File: config.mk
export PLATFORM = sky130hd
export DESIGN_NAME = uart_tx_flat
export DESIGN_NICKNAME = d
export VERILOG_FILES = /design/src/rtl/uart_pkg.sv /design/src/rtl/uart_tx_if.sv /design/src/rtl/uart_baud_gen.sv /design/src/rtl/uart_tx.sv /design/src/flat_wrapper.sv
export SDC_FILE = /design/constraint.sdc
export NUM_CORES = 1
export LEC_CHECK = 0
export ABC_AREA = 0
export ABC_CLOCK_PERIOD_IN_PS = 1650
export BUFFER_PORTS_ARGS = -buffer_cell sky130_fd_sc_hd__buf_2
export CAP_MARGIN = 10
export CORE_ASPECT_RATIO = 2
export CORE_MARGIN = 8
export CORE_UTILIZATION = 50
export DETAILED_ROUTE_END_ITERATION = 6
export HOLD_SLACK_MARGIN = 0.12
export PLACE_DENSITY_LB_ADDON = 0.05
export SETUP_SLACK_MARGIN = 0.3
export SLEW_MARGIN = 25
export SYNTH_ARGS = -nofsm -noshare
export SYNTH_HDL_FRONTEND = slang
export SYNTH_SLANG_ARGS = --single-unit
File: constraint.sdc
create_clock -name clk -period 1.65 [get_ports clk]
set_input_delay 0.165 -clock clk [delete_from_list [all_inputs] [get_ports clk]]
set_output_delay 0.165 -clock clk [all_outputs]
set_load 0.02 [all_outputs]
File: src/rtl/uart_pkg.sv
// ---------------------------------------------------------------------------
// uart_pkg : shared UART state encoding, baud helper and board defaults.
// Rev 1.0
// ---------------------------------------------------------------------------
`default_nettype none

package uart_pkg;

  localparam int UART_CLK_FREQ = 25_000_000;
  localparam int UART_BAUD     = 115_200;

  typedef enum logic [1:0] {
    IDLE  = 2'd0,
    START = 2'd1,
    DATA  = 2'd2,
    STOP  = 2'd3
  } uart_state_t;

  // Truncating division: 25 MHz / 115200 yields 217 clocks per bit.
  function automatic int clks_per_bit(input int clk_freq, input int baud);
    return clk_freq / baud;
  endfunction

endpackage

`default_nettype wire

File: src/rtl/uart_tx_if.sv
// ---------------------------------------------------------------------------
// uart_tx_if : valid/ready byte handshake into the UART transmitter.
// Rev 1.0
// ---------------------------------------------------------------------------
`default_nettype none

interface uart_tx_if #(
  parameter int DATA_BITS = 8
);

  logic [DATA_BITS-1:0] tx_data;
  logic                 tx_valid;
  logic                 tx_ready;

  modport master (
    output tx_data,
    output tx_valid,
    input  tx_ready
  );

  modport slave (
    input  tx_data,
    input  tx_valid,
    output tx_ready
  );

endinterface

`default_nettype wire

File: src/rtl/uart_baud_gen.sv
// ---------------------------------------------------------------------------
// uart_baud_gen : bit-period counter with enable, sync clear and wrap tick.
// Rev 1.0
// ---------------------------------------------------------------------------
`default_nettype none

module uart_baud_gen #(
  parameter int CLKS_PER_BIT = 217
) (
  input  wire logic clk,
  input  wire logic rst,
  input  wire logic i_en,
  input  wire logic i_clr,
  output logic      o_tick
);

  localparam int CNT_W = (CLKS_PER_BIT > 1) ? $clog2(CLKS_PER_BIT) : 1;
  localparam logic [CNT_W-1:0] C_CNT_MAX = CNT_W'(CLKS_PER_BIT - 1);

  logic [CNT_W-1:0] r_cnt;
  logic             w_wrap;

  assign w_wrap = (r_cnt == C_CNT_MAX);
  assign o_tick = i_en && w_wrap;

  always_ff @(posedge clk or posedge rst) begin
    if (rst) begin
      r_cnt <= '0;
    end else if (i_clr) begin
      r_cnt <= '0;
    end else if (i_en) begin
      if (w_wrap) begin
        r_cnt <= '0;
      end else begin
        r_cnt <= r_cnt + 1'b1;
      end
    end
  end

endmodule

`default_nettype wire

File: src/rtl/uart_tx.sv
// ---------------------------------------------------------------------------
// uart_tx : 8N1-style serial transmitter, LSB first, registered tx line.
// Rev 1.0
// ---------------------------------------------------------------------------
`default_nettype none

module uart_tx
  import uart_pkg::*;
#(
  parameter int CLK_FREQ  = UART_CLK_FREQ,
  parameter int BAUD      = UART_BAUD,
  parameter int DATA_BITS = 8,
  parameter int STOP_BITS = 1
) (
  input  wire logic clk,
  input  wire logic rst,
  uart_tx_if.slave  s_if,
  output logic      o_tx,
  output logic      o_tx_busy,
  output logic      o_tx_done
);

  localparam int CLKS_PER_BIT = clks_per_bit(CLK_FREQ, BAUD);
  localparam int BIT_CNT_W    = $clog2(DATA_BITS + 1);
  localparam logic [BIT_CNT_W-1:0] C_LAST_DATA = BIT_CNT_W'(DATA_BITS - 1);
  localparam logic [BIT_CNT_W-1:0] C_LAST_STOP = BIT_CNT_W'(STOP_BITS - 1);

  uart_state_t            r_state;
  uart_state_t            w_state_next;
  logic [DATA_BITS-1:0]   r_shift;
  logic [DATA_BITS-1:0]   w_shift_next;
  logic [BIT_CNT_W-1:0]   r_bit_cnt;
  logic [BIT_CNT_W-1:0]   w_bit_cnt_next;
  logic                   r_tx;
  logic                   w_tx_next;
  logic                   w_handshake;
  logic                   w_busy;
  logic                   w_tick;
  logic                   w_done;

  assign w_busy      = (r_state != IDLE);
  assign w_handshake = s_if.tx_valid && !w_busy;

  uart_baud_gen #(
    .CLKS_PER_BIT (CLKS_PER_BIT)
  ) u_baud_gen (
    .clk    (clk),
    .rst    (rst),
    .i_en   (w_busy),
    .i_clr  (w_handshake),
    .o_tick (w_tick)
  );

  always_ff @(posedge clk or posedge rst) begin
    if (rst) begin
      r_state   <= IDLE;
      r_shift   <= '0;
      r_bit_cnt <= '0;
      r_tx      <= 1'b1;
    end else begin
      r_state   <= w_state_next;
      r_shift   <= w_shift_next;
      r_bit_cnt <= w_bit_cnt_next;
      r_tx      <= w_tx_next;
    end
  end

  // The bit counter is reused in STOP to count stop bits.
  always_comb begin
    w_state_next   = r_state;
    w_shift_next   = r_shift;
    w_bit_cnt_next = r_bit_cnt;
    w_done         = 1'b0;

    case (r_state)
      IDLE: begin
        if (w_handshake) begin
          w_state_next   = START;
          w_shift_next   = s_if.tx_data;
          w_bit_cnt_next = '0;
        end
      end

      START: begin
        if (w_tick) begin
          w_state_next   = DATA;
          w_bit_cnt_next = '0;
        end
      end

      DATA: begin
        if (w_tick) begin
          w_shift_next = r_shift >> 1;
          if (r_bit_cnt == C_LAST_DATA) begin
            w_state_next   = STOP;
            w_bit_cnt_next = '0;
          end else begin
            w_bit_cnt_next = r_bit_cnt + 1'b1;
          end
        end
      end

      STOP: begin
        if (w_tick) begin
          if (r_bit_cnt == C_LAST_STOP) begin
            w_state_next   = IDLE;
            w_bit_cnt_next = '0;
            w_done         = 1'b1;
          end else begin
            w_bit_cnt_next = r_bit_cnt + 1'b1;
          end
        end
      end

      default: begin
        w_state_next = IDLE;
      end
    endcase
  end

  // Line level is computed from the next state so tx moves with the state.
  always_comb begin
    w_tx_next = 1'b1;
    case (w_state_next)
      START:   w_tx_next = 1'b0;
      DATA:    w_tx_next = w_shift_next[0];
      default: w_tx_next = 1'b1;
    endcase
  end

  assign s_if.tx_ready = !w_busy;
  assign o_tx_busy     = w_busy;
  assign o_tx_done     = w_done;
  assign o_tx          = r_tx;

endmodule

`default_nettype wire

File: src/flat_wrapper.sv
// flat-port wrapper written by rule: the top's interface ports become plain ports
module uart_tx_flat import uart_pkg::*;
#(
  parameter int CLK_FREQ  = UART_CLK_FREQ,
  parameter int BAUD      = UART_BAUD,
  parameter int DATA_BITS = 8,
  parameter int STOP_BITS = 1
)
  (clk, rst, o_tx, o_tx_busy, o_tx_done, s_if_tx_data, s_if_tx_valid, s_if_tx_ready);
  uart_tx_if #(.DATA_BITS(DATA_BITS)) s_if_i ();
  input  wire logic clk;
  input  wire logic rst;
  output logic o_tx;
  output logic o_tx_busy;
  output logic o_tx_done;
  input wire logic [$bits(s_if_i.tx_data)-1:0] s_if_tx_data;
  input wire logic [$bits(s_if_i.tx_valid)-1:0] s_if_tx_valid;
  output wire logic [$bits(s_if_i.tx_ready)-1:0] s_if_tx_ready;
  assign s_if_i.tx_data = s_if_tx_data;
  assign s_if_i.tx_valid = s_if_tx_valid;
  assign s_if_tx_ready = s_if_i.tx_ready;
  uart_tx #(.CLK_FREQ(CLK_FREQ), .BAUD(BAUD), .DATA_BITS(DATA_BITS), .STOP_BITS(STOP_BITS)) u_core (.clk(clk), .rst(rst), .s_if(s_if_i), .o_tx(o_tx), .o_tx_busy(o_tx_busy), .o_tx_done(o_tx_done));
endmodule
Word level (Yosys, flattened, before mapping) --
Index checks and enable logic that the tools add are counted. W data, S select, Z words.
Storage, ports and cells: bits in registers 23, output and inout bits 4
Operators by class: $add $sub $neg 2, equality and inequality tests 11, mux-type cells 24, reductions and logical operators 10
Operator list (number):
- $mux W8 | 5
- $mux W4 | 6
- $pmux W4 S4 | 1
- $pmux W8 S2 | 1
- $mux W2 | 6
- $add A8 B1 Y8 const B | 1
- $eq A8 B8 Y1 const B | 1
- $ne A2 B2 Y1 const B | 4
- $pmux W2 S4 | 1
- $eq A2 B2 Y1 const B | 3
- $reduce_bool A2 Y1 | 3
- $add A4 B1 Y4 const B | 1
- $eq A2 B1 Y1 const B | 2
- $eq A4 B3 Y1 const B | 1
- $logic_not A4 Y1 | 1
- $reduce_and A4 Y1 | 1
- $mux W1 | 3
- $reduce_and A3 Y1 | 1
- $logic_and A1 B1 Y1 | 2
- $logic_not A2 Y1 | 1
- $pmux W1 S2 | 1
- $logic_not A1 Y1 | 1

Longest topological paths before layout --
Gate-level depths: netlist (run 1).
depth after elaboration 7, gate-level depth with buffers 8

Modules after synthesis --
A second synthesis (run 1) with hierarchy kept.
Second synthesis, totals: cells, all modules 135, area, all modules 1340.0 µm²
Modules (own cells, without submodules):
- uart_tx | times used 1, cells an instance 82, area each 843.3 µm²
- uart_baud_gen | times used 1, cells an instance 53, area each 496.7 µm²

Least setup slack after synthesis (run 1) --
No wires, ideal clock.
path type register -> output, start register u_core.r_bit_cnt[0], end output port o_tx_done, data arrival time 1.630 ns, setup slack -0.145 ns, stages on the path, launching flop included 5, path through dfrtp_1 -> inv_1 -> ha_1 -> or4bb_1 -> nor3_1
Between the ends: longest elaborated chain between the ends 4
Ends and longest elaborated chain:
- start, declared | line uart_tx.sv:32 | logic [BIT_CNT_W-1:0] r_bit_cnt;
- start signal, assigned | line uart_tx.sv:63 | r_bit_cnt <= w_bit_cnt_next;
- $logic_not A4 Y1 | line uart_tx.sv:105 | if (r_bit_cnt == C_LAST_STOP) begin
- $mux W1 | line uart_tx.sv:105
- $mux W1 | line uart_tx.sv:104 | if (w_tick) begin
- $mux W1 | line uart_tx.sv:75 | case (r_state)
- end, declared | line flat_wrapper.sv:15 | output logic o_tx_done;
No other way between the ends.

Worst setup path after layout (run 1) --
start register u_core.r_bit_cnt[1], end register u_core.r_bit_cnt[0]
Between the ends: longest elaborated chain between the ends 4
Ends and longest elaborated chain (line):
- $eq A4 B3 Y1 / $logic_not A4 Y1 (equally long branches) | uart_tx.sv:94, uart_tx.sv:105
- $mux W4 (on tied branches) | uart_tx.sv:94, uart_tx.sv:105
- $mux W4 (on tied branches) | uart_tx.sv:92, uart_tx.sv:104
- $pmux W4 S4 * | uart_tx.sv:75
Every way passes the cells marked *; elsewhere a longest branch is shown, timed or not. The select of a mux whose other input is x is not followed. A chain may end at the register's enable or synchronous reset.

==> results of run 1 <==
worst min-delay path by stage:
| stage | end | startpoint | slack (ps) |
|---|---|---|---|
| after floorplan | u_core.r_bit_cnt[0] | rst | 170 |
| after global placement | u_core.r_bit_cnt[2] | rst | 190 |
| after detailed placement | u_core.r_bit_cnt[2] | rst | 220 |
| after CTS | u_core.r_shift[5] | s_if_tx_data[5] | 200 |
| after global routing | u_core.r_shift[6] | s_if_tx_data[6] | 200 |
| final | u_core.r_shift[5] | s_if_tx_data[5] | 200 |
cell families after synthesis:
logic type / count (synthesis) / share of synthesized area
DFF: 23 / 0.437
buffers and inverters: 16 / 0.0559
AOI/OAI and AO/OA: 33 / 0.195
xor gates and xnor gates: 1 / 0.00663
muxes: 3 / 0.0237
and+or+nand+nor: 54 / 0.244
adders and majority gates: 4 / 0.0379
timing repair:
item,in CTS,in global routing
buffers inserted,14,6
pin swaps,8,11
gates cloned,1,0
gates resized for setup,42,10
hold endpoints to repair,11,0
hold buffers,2,0
setup endpoints to repair,26,26
cell type report:
type | instances | share of cell area
flip-flops and latches | 23 | 0.296
well taps | 28 | 0.0179
clock inverters | 1 | 0.00256
inverters | 11 | 0.0224
multi-input cells | 95 | 0.420
repair buffers | 54 | 0.221
clock buffers | 3 | 0.0211
where the power goes:
group	total [mW]	switching [mW]	internal [mW]
logic	0.607	0.285	0.323
clock network	0.349	0.181	0.168
registers	0.760	0.0877	0.672
total	1.72	0.553	1.16
worst max-delay path: stages (launching register included):
cell and delay (ps):
dfrtp_1 400, inv_2 80, ha_4 140, or4bb_4 480, buf_4 170, buf_6 110
buf_6 110, nand3_2 70, nor3_1 60, a21o_1 150
metrics by stage:
stage / setup TNS, ps / area, um2 / power [mW] / util / instances
global placement: -93.3 / 1560 / 1.16 / 0.613 / 188
finish: -829 / 1960 / 1.72 / 0.771 / 215
detailed placement: -307 / 1560 / 1.18 / 0.613 / 188
floorplan: 0 / 1360 / 1.01 / - / 134
global route: -1390 / 1960 / 1.81 / 0.771 / 215
CTS: -412 / 1860 / 1.67 / 0.734 / 209
placed cells by master (no fill, tap or decap), types with 2 or more instances in the layout:
| cell type | instances |
|---|---|
| buf_6 | 13 |
| o21ai_1 | 4 |
| buf_2 | 11 |
| buf_4 | 28 |
| nand2_1 | 11 |
| nand4_1 | 3 |
| dfrtp_1 | 21 |
| a21oi_1 | 2 |
| clkbuf_8 | 3 |
| nor2_1 | 3 |
| or3_1 | 3 |
| mux2i_1 | 2 |
| a211o_1 | 2 |
| and4_4 | 2 |
| ha_4 | 3 |
| inv_1 | 7 |
| a21o_1 | 2 |
| nand3_2 | 2 |
| inv_2 | 3 |
| o21ai_2 | 2 |
| nor3_1 | 3 |
| dlygate4sd3_1 | 2 |
| a21oi_2 | 4 |
| and2_1 | 7 |
| nand3_1 | 5 |
| a221o_1 | 6 |
registers in the layout, summed over array words and instances, names as in the netlist:
signal	cells
u_core.r_shift	8
u_core.u_baud_gen.r_cnt	8
u_core.r_bit_cnt	4
u_core.r_state	2
u_core.o_tx	1
metal layers:
layer	GRT usage	vias to the layer above
met5	0	-
met3	0.0185	10
li1	-	597
met1	0.165	649
met2	0.318	26
met4	0.0972	0
==> flow_summary.json, run 1 <==
{
  "antennaDiodeCount": 0,
  "num_rows": 26,
  "met2_length_um": 2230,
  "clk_latency_ps": 260,
  "rr_worst_depth": 9,
  "grt.overflow.total": 0,
  "final_antenna_net_count": 0,
  "drc": 0,
  "fin_crit_sh": 1.12,
  "dp_slack_ps": -48.0,
  "cts_max_path_buffers": 2,
  "power_leakage_nw": 0.892,
  "reg2reg_slack_ps": -200,
  "worstMarginPinSlew_ps": 522,
  "r2r_start": "u_core.r_bit_cnt[1]",
  "wl_um": 3840,
  "grt_max_degree": 14,
  "synth_area_um2": 1320,
  "worstSetupEndpoint": "u_core.r_bit_cnt[0]",
  "timing.final.ws_setup_ps": -203,
  "r2r_end": "u_core.r_bit_cnt[0]",
  "violations": "setup timing",
  "die-area_um2": 4640,
  "synth.distinct_cells": 47,
  "vias_per_cell": 5.96,
  "synth_top_area_share": 0.417,
  "io_pins": 15,
  "area_growth_pct": 48.0,
  "powerDensity_nw_per_um2": 878,
  "hpwl_um": 2490,
  "synth_nets": 149,
  "postSynthAreaPerCell_um2": 9.86,
  "fin_skew_ps": 7.32,
  "grt_pass1_vias": 1348,
  "grt_use_total": 0.169,
  "irDropWorstVdd_uv": 890,
  "dieWidth_um": 52.4,
  "synth.most_common_cell": "dfrtp_1",
  "syn_inst": 134,
  "clkTransAtPathRegs_ps": 80,
  "cts_root_buffer": "clkbuf_8",
  "antenna_found_initial": 0,
  "numPortBuffers": 14,
  "min_path_cells": 3,
  "fmax_ghz": 0.540,
  "ys_ff_latch": 23,
  "final_hold_viol_count": 0,
  "worstPathMaxFanout": 4,
  "routed.top_layer": "met4",
  "drv_cap": 0,
  "async_flop_share": 1.00,
  "worst_hold_path_type": "in -> reg",
  "maxSlewViolCount": 0,
  "maxSlewHeadroom": 0.652,
  "critPathLaunch": "u_core.r_bit_cnt[1]",
  "wl_per_cell_um": 17.9,
  "synth_area_leaders": "dfrtp_1, a221o_1, ha_1",
  "drive_above_1_share": 0.497,
  "synth-edff-count": 0,
  "nets": 203,
  "cp_data_required_time_ps": 1800,
  "finalSetupViolCount": 6,
  "ys_seq_area_frac": 0.437,
  "rsz0062_at_grt": "true",
  "wl_met1_um": 1380,
  "clkSinkCount": 23,
  "drt_iter0_markers": 34,
  "numCtsBuffers": 3,
  "period_minus_slack_ps": 1850,
  "initial_utilization": 0.521,
  "wl_met3_um": 79,
  "crit_type": "reg -> reg",
  "status": "complete, but fails checks",
  "num_vias": 1282,
  "arrival_ps": 2010,
  "multi_input_area_um2": 821,
  "design.core.area_um2": 2540,
  "netlist.top_cell.by_area": "dfrtp_1",
  "htree_levels": 1,
  "synth_commonest_cells": "dfrtp_1, nand2_1, inv_1, and2_1, nand3_1",
  "cts_tree": "built",
  "ys_warn_count": 0,
  "finalWeightedCongestion": 0.919,
  "grt_pass1_wl_um": 6210,
  "start_kind": "flip-flop",
  "endpoint_kind": "flip-flop",
  "fill_cells": 175,
  "whs_ps": 204,
  "seq_area_um2": 578,
  "synth_flop_cell": "dfrtp_1",
  "fp.dieH_um": 88.7,
  "dr.pass1.iters": 4
}
Note: power is estimated with default switching activity, not from simulation.
==> run 2, diff against run 1 <==
--- a/config.mk
+++ b/config.mk
@@ -9,9 +9,11 @@
 export ABC_CLOCK_PERIOD_IN_PS = 1650
 export BUFFER_PORTS_ARGS = -buffer_cell sky130_fd_sc_hd__buf_2
 export CAP_MARGIN = 10
+export CELL_PAD_IN_SITES_DETAIL_PLACEMENT = 1
+export CELL_PAD_IN_SITES_GLOBAL_PLACEMENT = 1
 export CORE_ASPECT_RATIO = 2
 export CORE_MARGIN = 8
-export CORE_UTILIZATION = 50
+export CORE_UTILIZATION = 40
 export DETAILED_ROUTE_END_ITERATION = 6
 export HOLD_SLACK_MARGIN = 0.12
 export PLACE_DENSITY_LB_ADDON = 0.05
==> run 2 against run 1 <==
Net effect: the flow still finishes with violations (setup timing); count of clock-buffer cells in the layout stayed put; critical endpoint is now o_tx_done; worst hold slack got worse by 9.0 ps; critical path type is now reg -> out; global-route usage shrank 1.3 points; power is 4.3% higher; sequential share of layout area decreased by 0.35 points; critical path depth decreased by 4; combinational power is 7.6% higher; setup slack improved by 48 ps; flip-flop and latch count did not move; final cell count rose by 1.9%; sequential power grew 0.8%; highest routed layer unchanged; core utilization is 14 points lower.
==> flow_summary.json, run 2 (same netlist as run 1, synthesis figures left out) <==
{
  "use_met3": 0.0170,
  "clk_latency_ps": 280,
  "critPathLaunch": "u_core.r_bit_cnt[0]",
  "cts_tree": "built",
  "powerDensity_nw_per_um2": 904,
  "status": "complete, but fails checks",
  "vias_per_cell": 5.85,
  "grt_use_met1": 0.139,
  "numCtsBuffers": 3,
  "power_mw": 1.79,
  "crit_type": "reg -> out",
  "reg2reg_slack_ps": -120,
  "finalWeightedCongestion": 0.814,
  "rr_worst_depth": 8,
  "layout_commonest_cell": "buf_4",
  "multi_input_area_um2": 828,
  "drv_cap": 0,
  "tns_ps": -398,
  "cp.depth": 5,
  "grt_max_degree": 14,
  "layout_common_cells": "buf_4, dfrtp_1, nand2_1, buf_6, buf_2",
  "fin_crit_sh": 1.09,
  "grtUsageMet2": 0.313,
  "drive_above_1_share": 0.521,
  "maxSlewViolCount": 0,
  "path_cells": "inv_1 > ha_1 > or4bb_4 > nor3_4 > buf_6",
  "numPortBuffers": 14,
  "grt.overflow.total": 0,
  "finalSetupViolCount": 6,
  "drt_iter0_markers": 11,
  "stdcell_count": 219,
  "dp.cells": 193,
  "wl_um": 4330,
  "clkTransAtPathRegs_ps": 80,
  "maxSlewHeadroom": 0.659,
  "clkSinkCount": 23,
  "grt_pass1_vias": 1458,
  "p_int_mw": 1.19,
  "antennaDiodeCount": 0,
  "worst_hold_path_type": "in -> reg",
  "grt_use_total": 0.156,
  "dr.pass1.iters": 4,
  "grt_pass1_wl_um": 6910,
  "power_leakage_nw": 0.909,
  "endpoint_kind": "primary output",
  "timing.final.ws_setup_ps": -156,
  "antenna_found_initial": 0,
  "irDropWorstVdd_uv": 702,
  "busiest_layer": "met2",
  "dp_slack_ps": -69.1,
  "die-area_um2": 5510,
  "design.core.area_um2": 3160,
  "fin_skew_ps": 2.67,
  "switching_share": 0.335,
  "final_antenna_net_count": 0,
  "seq_area_um2": 578,
  "num_rows": 29,
  "worstPathMaxFanout": 2,
  "rsz0062_at_grt": "true",
  "start_kind": "flip-flop",
  "initial_utilization": 0.419,
  "io_pins": 15,
  "fill_cells": 341,
  "fp.dieH_um": 97.3,
  "violations": "setup timing",
  "area_growth_pct": 49.8,
  "hpwl_um": 2770,
  "cts_root_buffer": "clkbuf_8",
  "min_from": "s_if_tx_data[6]",
  "dieWidth_um": 56.6,
  "comb_power_share": 0.365,
  "num_vias": 1281,
  "htree_levels": 1,
  "power_switching_uw": 599,
  "cp_data_required_time_ps": 1480,
  "r2r_end": "u_core.r_bit_cnt[0]",
  "fmax_ghz": 0.554,
  "worstMarginPinSlew_ps": 511,
  "r2r_start": "u_core.r_bit_cnt[0]",
  "p_seq_frac": 0.428,
  "cp_slowest_stage_delay_ps": 480,
  "worstSetupEndpoint": "o_tx_done",
  "wl_per_cell_um": 19.8,
  "arrival_ps": 1640,
  "crit_family": "simple AND/OR/NAND/NOR gates",
  "largestRegisters": "u_core.r_shift x8, u_core.u_baud_gen.r_cnt x8, u_core.r_bit_cnt x4",
  "final_hold_viol_count": 0,
  "worst-path-buf-inv": 2,
  "nets": 204,
  "period_minus_slack_ps": 1810,
  "cp_slowest_cell": "or4bb_4",
  "p_clk_frac": 0.207,
  "drc": 0,
  "cts_max_path_buffers": 2
}
[run 2: changes by cell type in the layout (fill, tap and decap cells not counted), sizes merged]
cell  change
buf       +1
[run 2: area by class of cell]
type | instances | area share
Timing Repair Buffer | 55 | 0.224
Inverter | 11 | 0.0221
Tap cell | 31 | 0.0196
Clock inverter | 1 | 0.00253
Sequential cell | 23 | 0.292
Multi-Input combinational cell | 95 | 0.418
Clock buffer | 3 | 0.0209
[run 2: repair_timing]
| action | in CTS | in global routing |
|---|---|---|
| cloned | 1 | 0 |
| setup endpoints to repair | 26 | 26 |
| pin swaps | 11 | 4 |
| buffers inserted | 14 | 5 |
| hold buffers | 2 | 0 |
| resized for setup | 37 | 14 |
| hold endpoints to repair | 13 | 0 |
[run 2: per-layer routing]
layer | vias to the layer above | part of all wire
met5 | - | 0
met1 | 653 | 0.34
met4 | 0 | 0.037
li1 | 601 | -
met2 | 15 | 0.62
met3 | 12 | 0.010
[run 2: worst min-delay path, cell delays in order]
cell     delay [ps]
buf_2            70
and2_1          110
a221o_1         100
[run 2: how the worst min path moves through the flow]
stage,cells after the start,to
global route,3,u_core.r_shift[4]
detailed placement,2,u_core.r_shift[3]
floorplan,1,u_core.r_bit_cnt[0]
finish,3,u_core.r_shift[6]
global placement,2,u_core.r_bit_cnt[1]
CTS,3,u_core.r_shift[0]
[run 2: per-stage QoR]
step,hold WS (ps),util,area (um2)
floorplan,166,-,1360
global route,218,0.627,1980
detailed placement,219,0.499,1580
CTS,203,0.595,1880
global placement,200,0.499,1580
finish,195,0.627,1980
[run 2: power by group through the flow]
stage | registers, mW | clock network (mW) | logic, mW
detailed placement | 0.766 | 0 | 0.427
global route | 0.777 | 0.398 | 0.711
floorplan | 0.759 | 0 | 0.252
finish | 0.766 | 0.370 | 0.653
global placement | 0.759 | 0 | 0.407
CTS | 0.754 | 0.376 | 0.569
==> run 3, diff against run 2 <==
--- a/config.mk
+++ b/config.mk
@@ -21,4 +21,5 @@
 export SLEW_MARGIN = 25
 export SYNTH_ARGS = -nofsm -noshare
 export SYNTH_HDL_FRONTEND = slang
+export SYNTH_HIERARCHICAL = 1
 export SYNTH_SLANG_ARGS = --single-unit
==> run 3 against run 2 <==
Net effect: the flow still finishes with violations (setup timing); synthesized cell count rose by 0.75%; final area is the same; highest routed layer unchanged; critical path type unchanged; largest cell class unchanged; core utilization is 2.8 points lower.
==> flow_summary.json, run 3 <==
{
  "cp_slowest_cell": "dfrtp_1",
  "wl_per_cell_um": 18.3,
  "final_hold_viol_count": 0,
  "cts_root_buffer": "clkbuf_8",
  "cts_max_path_buffers": 2,
  "maxSlewViolCount": 0,
  "irDropWorstVdd_uv": 469,
  "numCtsBuffers": 3,
  "synth_flop_cell": "dfrtp_1",
  "reg2reg_slack_ps": -130,
  "grt.overflow.total": 0,
  "fill_cells": 376,
  "wl_um": 4140,
  "grt_max_degree": 16,
  "layout_commonest_cell": "buf_4",
  "fin_crit_sh": 1.12,
  "numPortBuffers": 14,
  "finalSetupViolCount": 11,
  "fin_area_um2": 1980,
  "grt_pass1_wl_um": 6620,
  "synth.most_common_cell": "dfrtp_1",
  "rsz0062_at_grt": "true",
  "antennaDiodeCount": 0,
  "final_antenna_net_count": 0,
  "netlist.top_cell.by_area": "dfrtp_1",
  "clkSinkCount": 23,
  "worstPathMaxFanout": 2,
  "violations": "setup timing",
  "design.core.area_um2": 3300,
  "synth_top_area_share": 0.411,
  "grt_use_total": 0.143,
  "io_pins": 15,
  "status": "complete, but fails checks",
  "powerDensity_nw_per_um2": 504,
  "fmax_ghz": 0.543,
  "arrival_ps": 1680,
  "dieWidth_um": 56.9,
  "drive_above_1_share": 0.459,
  "hpwl_um": 2590,
  "initial_utilization": 0.406,
  "num_rows": 30,
  "nets": 210,
  "endpoint_kind": "primary output",
  "maxSlewHeadroom": 0.587,
  "worstMarginPinSlew_ps": 619,
  "cts_tree": "built",
  "layout_common_cells": "buf_4, dfrtp_1, buf_6",
  "num_vias": 1306,
  "tns_ps": -951,
  "antenna_found_initial": 0,
  "synth_area_um2": 1340,
  "clkTransAtPathRegs_ps": 90,
  "worst_hold_path_type": "in -> reg",
  "fp.dieH_um": 97.9,
  "syn_inst": 135,
  "dp_slack_ps": -105,
  "post-route-util": 0.599,
  "area_growth_pct": 47.7,
  "synth_nets": 150,
  "dr.pass1.iters": 4,
  "ys_ff_latch": 23,
  "drt_iter0_markers": 13,
  "synth-edff-count": 0,
  "rr_worst_depth": 9,
  "largestRegisters": "u_core/r_shift x8, u_core/u_baud_gen/r_cnt x8, u_core/r_bit_cnt x4",
  "timing.final.ws_setup_ps": -192,
  "vias_per_cell": 5.78,
  "multi_input_area_um2": 764,
  "synth_commonest_cells": "dfrtp_1, inv_1, nand2_1, o21ai_0, nor2_1",
  "start_kind": "flip-flop",
  "htree_levels": 1,
  "async_flop_share": 1.00,
  "ys_seq_area_frac": 0.430,
  "min_path_cells": 3,
  "seq_area_um2": 577,
  "period_minus_slack_ps": 1840,
  "cp_slowest_stage_delay_ps": 410,
  "ys_warn_count": 6,
  "synth_area_leaders": "dfrtp_1, a22o_1, ha_1",
  "finalWeightedCongestion": 0.842,
  "drc": 0,
  "power_leakage_nw": 0.971,
  "grt_pass1_vias": 1418,
  "placed_area_um2": 1600,
  "crit_type": "reg -> out",
  "die-area_um2": 5570,
  "fin_skew_ps": 6.29,
  "synth.distinct_cells": 46,
  "cp_data_required_time_ps": 1480,
  "postSynthAreaPerCell_um2": 9.93,
  "clk_latency_ps": 270,
  "drv_cap": 0,
  "path_cells": "inv_2 > ha_4 > nand2b_4 > nor4_4 > buf_4 > nand2_4 > nor2_4 > buf_6"
}
==> run 3: cell types whose count changed in the layout (fill, tap and decap cells not counted), moves of 4 or more <==
cell and change:
o21ai_0 +4, a221o_1 -6, a21o_1 +4, buf_6 +4, a22o_1 +6, and2_1 -6
==> run 3: layer usage <==
layer / wire length, um / up-vias / part of all wire / track usage
li1: - / 618 / - / -
met1: 1800 / 660 / 0.44 / 0.173
met2: 2150 / 22 / 0.52 / 0.236
met3: 105 / 6 / 0.025 / 0.0247
met4: 78 / 0 / 0.019 / 0.0636
met5: 0 / - / 0 / 0
==> run 3: path summary, 6_finish.rpt <==
path / startpoint / endpoint
max: u_core/u_baud_gen/r_cnt[1] / o_tx_done
min: s_if_tx_data[0] / u_core/r_shift[0]
max reg2reg: u_core/u_baud_gen/r_cnt[1] / u_core/r_bit_cnt[0]
min reg2reg: u_core/r_shift[3] / u_core/r_shift[3]
max in group asynchronous: rst / u_core/r_shift[7]
min in group asynchronous: rst / u_core/u_baud_gen/r_cnt[1]
==> run 3: cells by family after synthesis <==
kind of cell,count (synthesis),share of synthesized area
multiplexers,1,0.00747
XOR/XNOR,2,0.0131
AND/OR/NAND/NOR,46,0.207
AO/OA/AOI/OAI,43,0.241
flip-flops,23,0.430
buffers and inverters,16,0.0635
adder cells (fa/ha/maj),4,0.0373
==> run 3: metrics by stage <==
step / instances / hold slack (ps) / power, mW
floorplan: 135 / -19.3 / 0.615
global placement: 197 / 150 / 0.635
detailed placement: 197 / 151 / 0.636
CTS: 217 / 180 / 1.00
global route: 226 / 213 / 1.03
finish: 226 / 198 / 0.997
==> run 3: what timing repair did <==
item                       4_1_cts  5_1_grt
hold endpoints to repair        23        0
hold buffers                     2        0
setup endpoints to repair       25       25
buffers inserted                14        9
resized for setup               28       11
pin swaps                        9        6
==> run 3: cell type report <==
class / instances / share of cell area
clock buffer: 4 / 0.0228
timing repair buffer: 60 / 0.251
tap: 32 / 0.0202
inverter: 11 / 0.0284
sequential: 23 / 0.291
multi-input combinational: 96 / 0.386
==> run 3: report_power, final <==
group          switching [mW]  internal, mW
sequential            0.00965         0.575
clock                   0.194         0.173
combinational          0.0233        0.0229
==> run 3: worst max-delay path: cells and delay by family (launching register included) <==
kind / cells / cell delay [ps]
AND/OR/NAND/NOR: 4 / 470
buffers and inverters: 3 / 390
flip-flops: 1 / 410
adder cells (fa/ha/maj): 1 / 140
